### src/rtl/neander_ctrl_pkg.sv
// Shared types for the Neander control unit: states, opcodes, ALU ops
// and the per-state strobe bundle.
package neander_ctrl_pkg;

  typedef enum logic [3:0] {
    S_IDLE,
    S_FETCH_ADDR,
    S_FETCH_READ,
    S_FETCH_IR,
    S_DECODE,
    S_OPR_ADDR,
    S_OPR_READ,
    S_JMP_READ,
    S_EA_ADDR,
    S_STA_DATA,
    S_STA_WRITE,
    S_EXEC_READ,
    S_EXEC_ALU,
    S_JMP_LOAD,
    S_HALT
  } state_t;

  localparam logic [3:0] OP_NOP = 4'h0;
  localparam logic [3:0] OP_STA = 4'h1;
  localparam logic [3:0] OP_LDA = 4'h2;
  localparam logic [3:0] OP_ADD = 4'h3;
  localparam logic [3:0] OP_OR  = 4'h4;
  localparam logic [3:0] OP_AND = 4'h5;
  localparam logic [3:0] OP_NOT = 4'h6;
  localparam logic [3:0] OP_JMP = 4'h8;
  localparam logic [3:0] OP_JN  = 4'h9;
  localparam logic [3:0] OP_JZ  = 4'hA;
  localparam logic [3:0] OP_HLT = 4'hF;

  localparam logic [2:0] ALU_PASS_B = 3'd0;
  localparam logic [2:0] ALU_ADD    = 3'd1;
  localparam logic [2:0] ALU_OR     = 3'd2;
  localparam logic [2:0] ALU_AND    = 3'd3;
  localparam logic [2:0] ALU_NOT    = 3'd4;

  typedef struct packed {
    logic       ld_pc;
    logic       inc_pc;
    logic       ld_rem;
    logic       sel_rem;
    logic       ld_rdm;
    logic       sel_rdm;
    logic       ld_ri;
    logic       ld_ac;
    logic       ld_nz;
    logic       mem_rd;
    logic       mem_wr;
    logic       halted;
    logic [2:0] alu_op;
  } ctrl_t;

  function automatic ctrl_t ctrl_of(
    input state_t     s,
    input logic       taken,
    input logic [2:0] aop
  );
    ctrl_t c;
    c = '0;
    case (s)
      S_FETCH_ADDR,
      S_OPR_ADDR:   c.ld_rem = 1'b1;
      S_FETCH_READ,
      S_OPR_READ: begin
        c.mem_rd = 1'b1;
        c.ld_rdm = 1'b1;
        c.inc_pc = 1'b1;
      end
      S_JMP_READ,
      S_EXEC_READ: begin
        c.mem_rd = 1'b1;
        c.ld_rdm = 1'b1;
      end
      S_FETCH_IR:   c.ld_ri = 1'b1;
      S_EA_ADDR: begin
        c.ld_rem  = 1'b1;
        c.sel_rem = 1'b1;
      end
      S_STA_DATA: begin
        c.ld_rdm  = 1'b1;
        c.sel_rdm = 1'b1;
      end
      S_STA_WRITE:  c.mem_wr = 1'b1;
      S_EXEC_ALU: begin
        c.ld_ac  = 1'b1;
        c.ld_nz  = 1'b1;
        c.alu_op = aop;
      end
      S_JMP_LOAD: begin
        c.ld_pc  = taken;
        c.inc_pc = ~taken;
      end
      S_HALT:       c.halted = 1'b1;
      default:      ;
    endcase
    return c;
  endfunction

endpackage

### src/rtl/neander_ctrl_decode.sv
// Combinational opcode-to-class decode for the Neander control unit.
module neander_ctrl_decode
  import neander_ctrl_pkg::*;
(
  input  logic [3:0] op_i,
  output logic       is_mem,
  output logic       is_sta,
  output logic       is_jump,
  output logic       is_not,
  output logic       is_hlt,
  output logic [2:0] alu_op
);

  always_comb begin
    is_mem  = 1'b0;
    is_sta  = 1'b0;
    is_jump = 1'b0;
    is_not  = 1'b0;
    is_hlt  = 1'b0;
    alu_op  = ALU_PASS_B;
    unique case (1'b1)
      (op_i == OP_STA): begin
        is_mem = 1'b1;
        is_sta = 1'b1;
      end
      (op_i == OP_LDA): is_mem = 1'b1;
      (op_i == OP_ADD): begin
        is_mem = 1'b1;
        alu_op = ALU_ADD;
      end
      (op_i == OP_OR): begin
        is_mem = 1'b1;
        alu_op = ALU_OR;
      end
      (op_i == OP_AND): begin
        is_mem = 1'b1;
        alu_op = ALU_AND;
      end
      (op_i == OP_NOT): begin
        is_not = 1'b1;
        alu_op = ALU_NOT;
      end
      (op_i == OP_JMP),
      (op_i == OP_JN),
      (op_i == OP_JZ):  is_jump = 1'b1;
      (op_i == OP_HLT): is_hlt = 1'b1;
      default:          ;
    endcase
  end

endmodule

### src/rtl/neander_control_unit.sv
// Neander Moore sequencer with registered strobes.
// NEANDER_MEM_WAIT_EN adds a mem_ready handshake on memory states.
module neander_control_unit
  import neander_ctrl_pkg::*;
#(
  parameter int OPCODE_WIDTH = 4,
  parameter int ALU_OP_WIDTH = 3
) (
  input  logic                    clk,
  input  logic                    reset,
  input  logic                    run,
  input  logic [OPCODE_WIDTH-1:0] opcode,
  input  logic                    flag_n,
  input  logic                    flag_z,
`ifdef NEANDER_MEM_WAIT_EN
  input  logic                    mem_ready,
`endif
  output logic                    ld_pc,
  output logic                    inc_pc,
  output logic                    ld_rem,
  output logic                    sel_rem,
  output logic                    ld_rdm,
  output logic                    sel_rdm,
  output logic                    ld_ri,
  output logic                    ld_ac,
  output logic                    ld_nz,
  output logic [ALU_OP_WIDTH-1:0] alu_op,
  output logic                    mem_rd,
  output logic                    mem_wr,
  output logic                    halted
);

  state_t     state_q, state_d;
  ctrl_t      out_q, out_d;
  logic [3:0] op_q;
  logic [3:0] dec_op;
  logic       is_mem, is_sta, is_jump, is_not, is_hlt;
  logic [2:0] dec_alu;
  logic       taken;
  logic       mem_gate;

  // Opcode is live only in S_DECODE; later states use the latched copy.
  assign dec_op = (state_q == S_DECODE) ? 4'(opcode) : op_q;

  neander_ctrl_decode u_dec (
    .op_i    (dec_op),
    .is_mem  (is_mem),
    .is_sta  (is_sta),
    .is_jump (is_jump),
    .is_not  (is_not),
    .is_hlt  (is_hlt),
    .alu_op  (dec_alu)
  );

  assign taken = (op_q == OP_JMP)
               | ((op_q == OP_JN) & flag_n)
               | ((op_q == OP_JZ) & flag_z);

  always_comb begin
    state_d = state_q;
    unique case (state_q)
      S_IDLE:       if (run) state_d = S_FETCH_ADDR;
      S_FETCH_ADDR: state_d = S_FETCH_READ;
      S_FETCH_READ: state_d = S_FETCH_IR;
      S_FETCH_IR:   state_d = S_DECODE;
      S_DECODE: begin
        if (is_hlt)                state_d = S_HALT;
        else if (is_not)           state_d = S_EXEC_ALU;
        else if (is_mem | is_jump) state_d = S_OPR_ADDR;
        else                       state_d = S_FETCH_ADDR;
      end
      S_OPR_ADDR:
        state_d = is_jump ? S_JMP_READ : S_OPR_READ;
      S_OPR_READ:   state_d = S_EA_ADDR;
      S_EA_ADDR:
        state_d = is_sta ? S_STA_DATA : S_EXEC_READ;
      S_STA_DATA:   state_d = S_STA_WRITE;
      S_EXEC_READ:  state_d = S_EXEC_ALU;
      S_JMP_READ:   state_d = S_JMP_LOAD;
      S_STA_WRITE,
      S_EXEC_ALU,
      S_JMP_LOAD:   state_d = S_FETCH_ADDR;
      S_HALT:       state_d = S_HALT;
      default:      state_d = S_IDLE;
    endcase
`ifdef NEANDER_MEM_WAIT_EN
    if ((out_q.mem_rd | out_q.mem_wr) & ~mem_ready)
      state_d = state_q;
`endif
    out_d = ctrl_of(state_d, taken, dec_alu);
  end

  always_ff @(posedge clk) begin
    if (reset) begin
      state_q <= S_IDLE;
      out_q   <= '0;
      op_q    <= OP_NOP;
    end else begin
      state_q <= state_d;
      out_q   <= out_d;
      if (state_q == S_DECODE) op_q <= 4'(opcode);
    end
  end

`ifdef NEANDER_MEM_WAIT_EN
  assign mem_gate = ~(out_q.mem_rd | out_q.mem_wr) | mem_ready;
`else
  assign mem_gate = 1'b1;
`endif

  assign ld_pc   = out_q.ld_pc;
  assign inc_pc  = out_q.inc_pc & mem_gate;
  assign ld_rem  = out_q.ld_rem;
  assign sel_rem = out_q.sel_rem;
  assign ld_rdm  = out_q.ld_rdm & mem_gate;
  assign sel_rdm = out_q.sel_rdm;
  assign ld_ri   = out_q.ld_ri;
  assign ld_ac   = out_q.ld_ac;
  assign ld_nz   = out_q.ld_nz;
  assign alu_op  = ALU_OP_WIDTH'(out_q.alu_op);
  assign mem_rd  = out_q.mem_rd;
  assign mem_wr  = out_q.mem_wr;
  assign halted  = out_q.halted;

endmodule
### config.mk
export PLATFORM = sky130hd
export DESIGN_NAME = neander_control_unit
export DESIGN_NICKNAME = d
export VERILOG_FILES = /design/src/rtl/neander_ctrl_pkg.sv /design/src/rtl/neander_ctrl_decode.sv /design/src/rtl/neander_control_unit.sv
export SDC_FILE = /design/constraint.sdc
export NUM_CORES = 1
export LEC_CHECK = 0
export CAP_MARGIN = 20
export CORE_ASPECT_RATIO = 0.9
export CORE_MARGIN = 8
export CORE_UTILIZATION = 51
export DETAILED_ROUTE_END_ITERATION = 7
export PLACE_DENSITY = 0.78
export SLEW_MARGIN = 25
export SYNTH_ARGS = -nofsm -noshare
export SYNTH_HDL_FRONTEND = slang
export SYNTH_SLANG_ARGS = --single-unit
### constraint.sdc
create_clock -name clk -period 3.1 [get_ports clk]
set_clock_uncertainty 0.2 [all_clocks]
set_input_delay 0.775 -clock clk [delete_from_list [all_inputs] [get_ports clk]]
set_output_delay 0.775 -clock clk [all_outputs]
set_load 0.05 [all_outputs]
Yosys cells after proc, flatten, opt, wreduce, memory -nomap -nowiden. Cells that the tools add are included.

Flip-flop bits (word level): 23. Input bits: 9. Logic and storage cells: 97.

Equal/unequal tests: 40. Muxes and demuxes: 24. Bitwise logic cells: 8. Reductions and logical operators: 10.

Operator list (number): $eq 4x4->1 const B (21); $pmux 4 s13 (1); $eq 4x3->1 const B (10); $eq 4x2->1 const B (6); $mux 4 (4); $mux 1 (14); $eq 4x1->1 const B (3); $pmux 3 s4 (1); $reduce_or 5->1 (2); $reduce_or 3->1 (3); $reduce_or 2->1 (3); $logic_not 4->1 (1); $mux 2 (2); $reduce_or 4->1 (1); $mux 3 (1); $not 1->1 (3); $or 1x1->1 (3); $and 1x1->1 (2); $pmux 1 s2 (1).

Logic depth before layout (Yosys ltp).
Depth after elaboration: 13. Gate-level depth with buffers: 6. Depth with buffers taken out: 5.

Hierarchy. Synthesis repeated with hierarchy kept, for this count alone.

Cell total of the unflattened synthesis: 118. Area total of the unflattened synthesis: 1107.3 µm².

Modules (own cells, without submodules): neander_control_unit (instances 1, cells an instance 104, area each 984.7 µm², sequential area each 440.4 µm²); neander_ctrl_decode (instances 1, cells an instance 14, area each 122.6 µm², sequential area each 0.0 µm²).

Least setup slack after synthesis. Ideal clock, no wire load.

Kind: input -> register. Start: in opcode[2]. End: reg out_q (netlist bit ld_rem). Library setup time: 0.080 ns. Data arrival time: 2.201 ns. Slack: 0.620 ns. Stages on the path: 6. Path buffers: 1. Cells stage by stage: buf_4 > or3_4 > a21oi_2 > o211ai_4 > or3b_1 > a211oi_2.

Word-level cells in the longest chain between the ends: 12.

Ends and longest elaborated chain: start: declaration (line neander_control_unit.sv:12) `input logic [OPCODE_WIDTH-1:0] opcode,`; $mux 4 *; $eq 4x3->1, or another cell as far along (line neander_ctrl_decode.sv:35) `(op_i == OP_AND): begin`; $reduce_or 5->1 (no source line) / $reduce_or 3->1 (equally long branches); $mux 1 (line neander_ctrl_decode.sv:21) `unique case (1'b1)`; $or 1x1->1 (line neander_control_unit.sv:69) `else if (is_mem | is_jump) state_d = S_OPR_ADDR;`; $mux 3 (line neander_control_unit.sv:69); $mux 4 (line neander_control_unit.sv:68) `else if (is_not) state_d = S_EXEC_ALU;`; $mux 4 (line neander_control_unit.sv:67) `if (is_hlt) state_d = S_HALT;`; $pmux 4 s13 * (line neander_control_unit.sv:61) `unique case (state_q)`; $eq 4x4->1, or another cell as far along (line neander_ctrl_pkg.sv:64) `case (s)`; $reduce_or 3->1 (no source line) *; $mux 1 * (line neander_ctrl_pkg.sv:64); end signal: assignment (line neander_control_unit.sv:100) `out_q <= out_d;`; end: declaration (line neander_control_unit.sv:34) `ctrl_t out_q, out_d;`.

Mark *: on every way between the ends. The rest lies on a longest branch, timed or not. A chain may end at the register's enable or synchronous reset.

Worst setup path after layout.
Start: in opcode[3]. End: reg out_q (netlist bit sel_rdm).

Word-level cells in the longest chain between the ends: 11.

Ends and longest elaborated chain (line): $mux 4 *; $eq 4x3->1, or another cell as far along (neander_ctrl_decode.sv:35); $reduce_or 5->1 (no source line) / $reduce_or 3->1 (equally long branches); $mux 1 (neander_ctrl_decode.sv:21); $or 1x1->1 (neander_control_unit.sv:69); $mux 3 (neander_control_unit.sv:69); $mux 4 (neander_control_unit.sv:68); $mux 4 (neander_control_unit.sv:67); $pmux 4 s13 * (neander_control_unit.sv:61); $eq 4x4->1 * (neander_ctrl_pkg.sv:64); $mux 1 * (neander_ctrl_pkg.sv:64).

Marked as above.

==> impl_metrics.csv <==
group,metric,value,unit
synthesis,netlist_area,1280,sq um
layout,finish.net_count,163,
synthesis,syn-num-nets,142,
power,total_power,0.696,mW
floorplan,io_pins,24,
detailed_routing,wl_met1,1080,um
sta,period_share,84.9,%
floorplan,initial_core_util,53.0,%
global_routing,grt_max_degree,15,
detailed_routing,drc,0,
clocking,clk_latency,0.31,ns
synthesis,synth-main-ff-cell,"dfxtp_1",
worst_setup_path,cp-end-kind,"register",
clocking,post_cts_resized,0,
worst_setup_path,cp-start-kind,"input pin",
detailed_routing,wl_met3,114,um
worst_setup_path,arrival,2.69,ns
sta,holdWs,0.332,ns
place,place_congestion,0.833,
sta,hold_viol_final,0,
detailed_routing,routed_wl,2560,um
power,vdd_drop_max,0.483,mV
clocking,clock-sinks,22,
detailed_routing,wl_per_cell,14.1,um
layout,diodes,0,
synthesis,synthArstFlopShare,0,%
place,place_worst_setup_slack,0.145,ns
detailed_routing,drt_iter0_markers,36,
worst_setup_path,r2r-start,"state_q[2]",
synthesis,yosysTopAreaCell,"dfxtp_1",
worst_setup_path,worstRegToRegCells,6,
detailed_routing,dr.pass1.iters,4,
clocking,tritoncts,"built",
synthesis,synth_cell_type_count,54,
detailed_routing,top_layer_used,"met4",
sta,slew_viol_final,0,
floorplan,core_area,2420,sq um
sta,slew_headroom,64.9,%
global_routing,grt_use_total,12.5,%
detailed_routing,dr_wl_met2,1340,um
synthesis,ys_seq_elements,22,
detailed_routing,dr_total_vias,996,
layout,multi_input_area,749,sq um
sta,setup_violations,0,
place,hpwl,2020,um
synthesis,synth_area_per_cell,9.66,sq um
clocking,clk_pin_slew_worst_paths,0.12,ns
floorplan,die_w,68.9,um
worst_setup_path,critical_path.max_fanout,9,
worst_setup_path,critPathLaunch,"opcode[3]",
worst_setup_path,path_class,"input pin to register",
sta,worstMarginPinSlew,0.525,ns
power,cellPowerDensity,450,nW/um^2
floorplan,rows,17,
layout,nFillCells,211,
layout,layout-drive-gt1-share,20.9,%
worst_hold_path,hold_depth,2,
clocking,cts_made_buffers,3,
floorplan,die_area,4380,sq um
place,port_buffers,23,
synthesis,synth_cells,133,
clocking,ctsRootBufferMaster,"clkbuf_4",
global_routing,antenna_found_initial,0,
sta,setup_slack,0.469,ns
global_routing,first_global_vias,1001,
floorplan,die-height,63.6,um
clocking,htree_levels,1,
synthesis,synth_top_area_share,34.3,%
layout,syn2layout_area_growth,20.5,%
clocking,post_cts_buffers,0,
clocking,ctsHoldBuffers,0,
power,p_leak,0.518,nW
synthesis,ys_top_cells_by_area,"dfxtp_1, nor3_2, nand2_1",
global_routing,overflow,0,
sta,fin_crit,2.63,ns
synthesis,yosysWarnings,0,
status,outcome,"complete, no violations",
layout,ff_latch_area,440,sq um
sta,max_freq,380,MHz
detailed_routing,final_antenna_net_count,0,
worst_hold_path,min_from,"op_q[2]",
worst_setup_path,required,3.16,ns
synthesis,seq_area_frac_synth,34.3,%
run,maxCapViolations,0,
clocking,cts_buffer_depth,2,
sta,tns,0,ns
sta,rsz0062_at_grt,"false",
synthesis,synth_edf_count,0,
detailed_routing,via_per_inst,5.50,
global_routing,grt_pass1_wl,4390,um
worst_hold_path,hp-class,"register to register",
stage by stage:
| stage | cell area [sq um] | cells | util, % |
|---|---|---|---|
| global route | 1550 | 181 | 63.9 |
| CTS | 1550 | 181 | 63.9 |
| finish | 1550 | 181 | 63.9 |
| floorplan | 1280 | 133 | - |
| detailed placement | 1500 | 177 | 61.7 |
| global placement | 1500 | 177 | 61.7 |
final cells by class:
class | count | share of cell area, %
clock buffer | 3 | 1.45
sequential | 22 | 28.4
inverter | 3 | 0.727
timing repair buffer | 27 | 16.8
multi-input combinational | 97 | 48.4
clock inverter | 1 | 1.94
tap | 28 | 2.26
cells in the mapped netlist (2+ instances only):
cell type   n
nor2b_1     5
o21ai_1     2
nor3_2      6
inv_1       3
xnor2_1     5
nand2b_1    4
buf_4       5
dfxtp_1    22
nand2_1    13
a21oi_1     9
clkbuf_1    2
buf_6       3
or4b_1      2
nor2_1      9
nor4b_1     4
path summary, 6_finish.rpt:
path                                 to  slack, ns
worst min-delay path            op_q[2]       0.33
worst max-delay path            sel_rdm       0.47
worst max register to register   inc_pc       0.59
worst min register to register  op_q[2]       0.33
state kept, by name, indices dropped and copies added, names as in the netlist:
| signal | flops |
|---|---|
| sel_rdm | 1 |
| inc_pc | 1 |
| state_q | 4 |
| mem_rd | 1 |
| halted | 1 |
| sel_rem | 1 |
| ld_rem | 1 |
| alu_op | 3 |
| ld_ac | 1 |
| mem_wr | 1 |
| ld_rdm | 1 |
| ld_pc | 1 |
| op_q | 4 |
| ld_ri | 1 |
cell usage in the layout, fill, tap and decap left out, types with 2 or more instances in the layout:
master	instances
or4b_1	2
clkbuf_4	3
xnor2_1	5
nand2b_1	4
nor4b_1	4
inv_1	3
dfxtp_1	22
o21ai_1	2
buf_4	4
nand2_1	13
nor2b_1	5
clkdlybuf4s50_1	23
nor3_2	6
a21oi_1	9
nor2_1	9
critical path, cell delays in order:
cell,delay [ns]
clkdlybuf4s50_1,0.56
and4_1,0.28
a221o_1,0.34
a21o_1,0.23
or3_1,0.39
nor2_1,0.11
cells by family after synthesis:
logic type	share of synthesized area, %
mux	2.04
xor+xnor	4.09
compound gates	18.2
buf+inv	7.40
flops	34.3
simple gates	34.0
report_power, final:
group	switching (mW)	internal (mW)
Clock	0.0849	0.131
Sequential	0.0191	0.296
Combinational	0.0940	0.0714
metal layers:
metal / up-vias / GRT usage (%)
li1: 510 / -
met1: 468 / 14.0
met2: 14 / 21.3
met3: 4 / 4.59
met4: 0 / 3.51
met5: - / 0
Power figures use the tool's default switching activity.
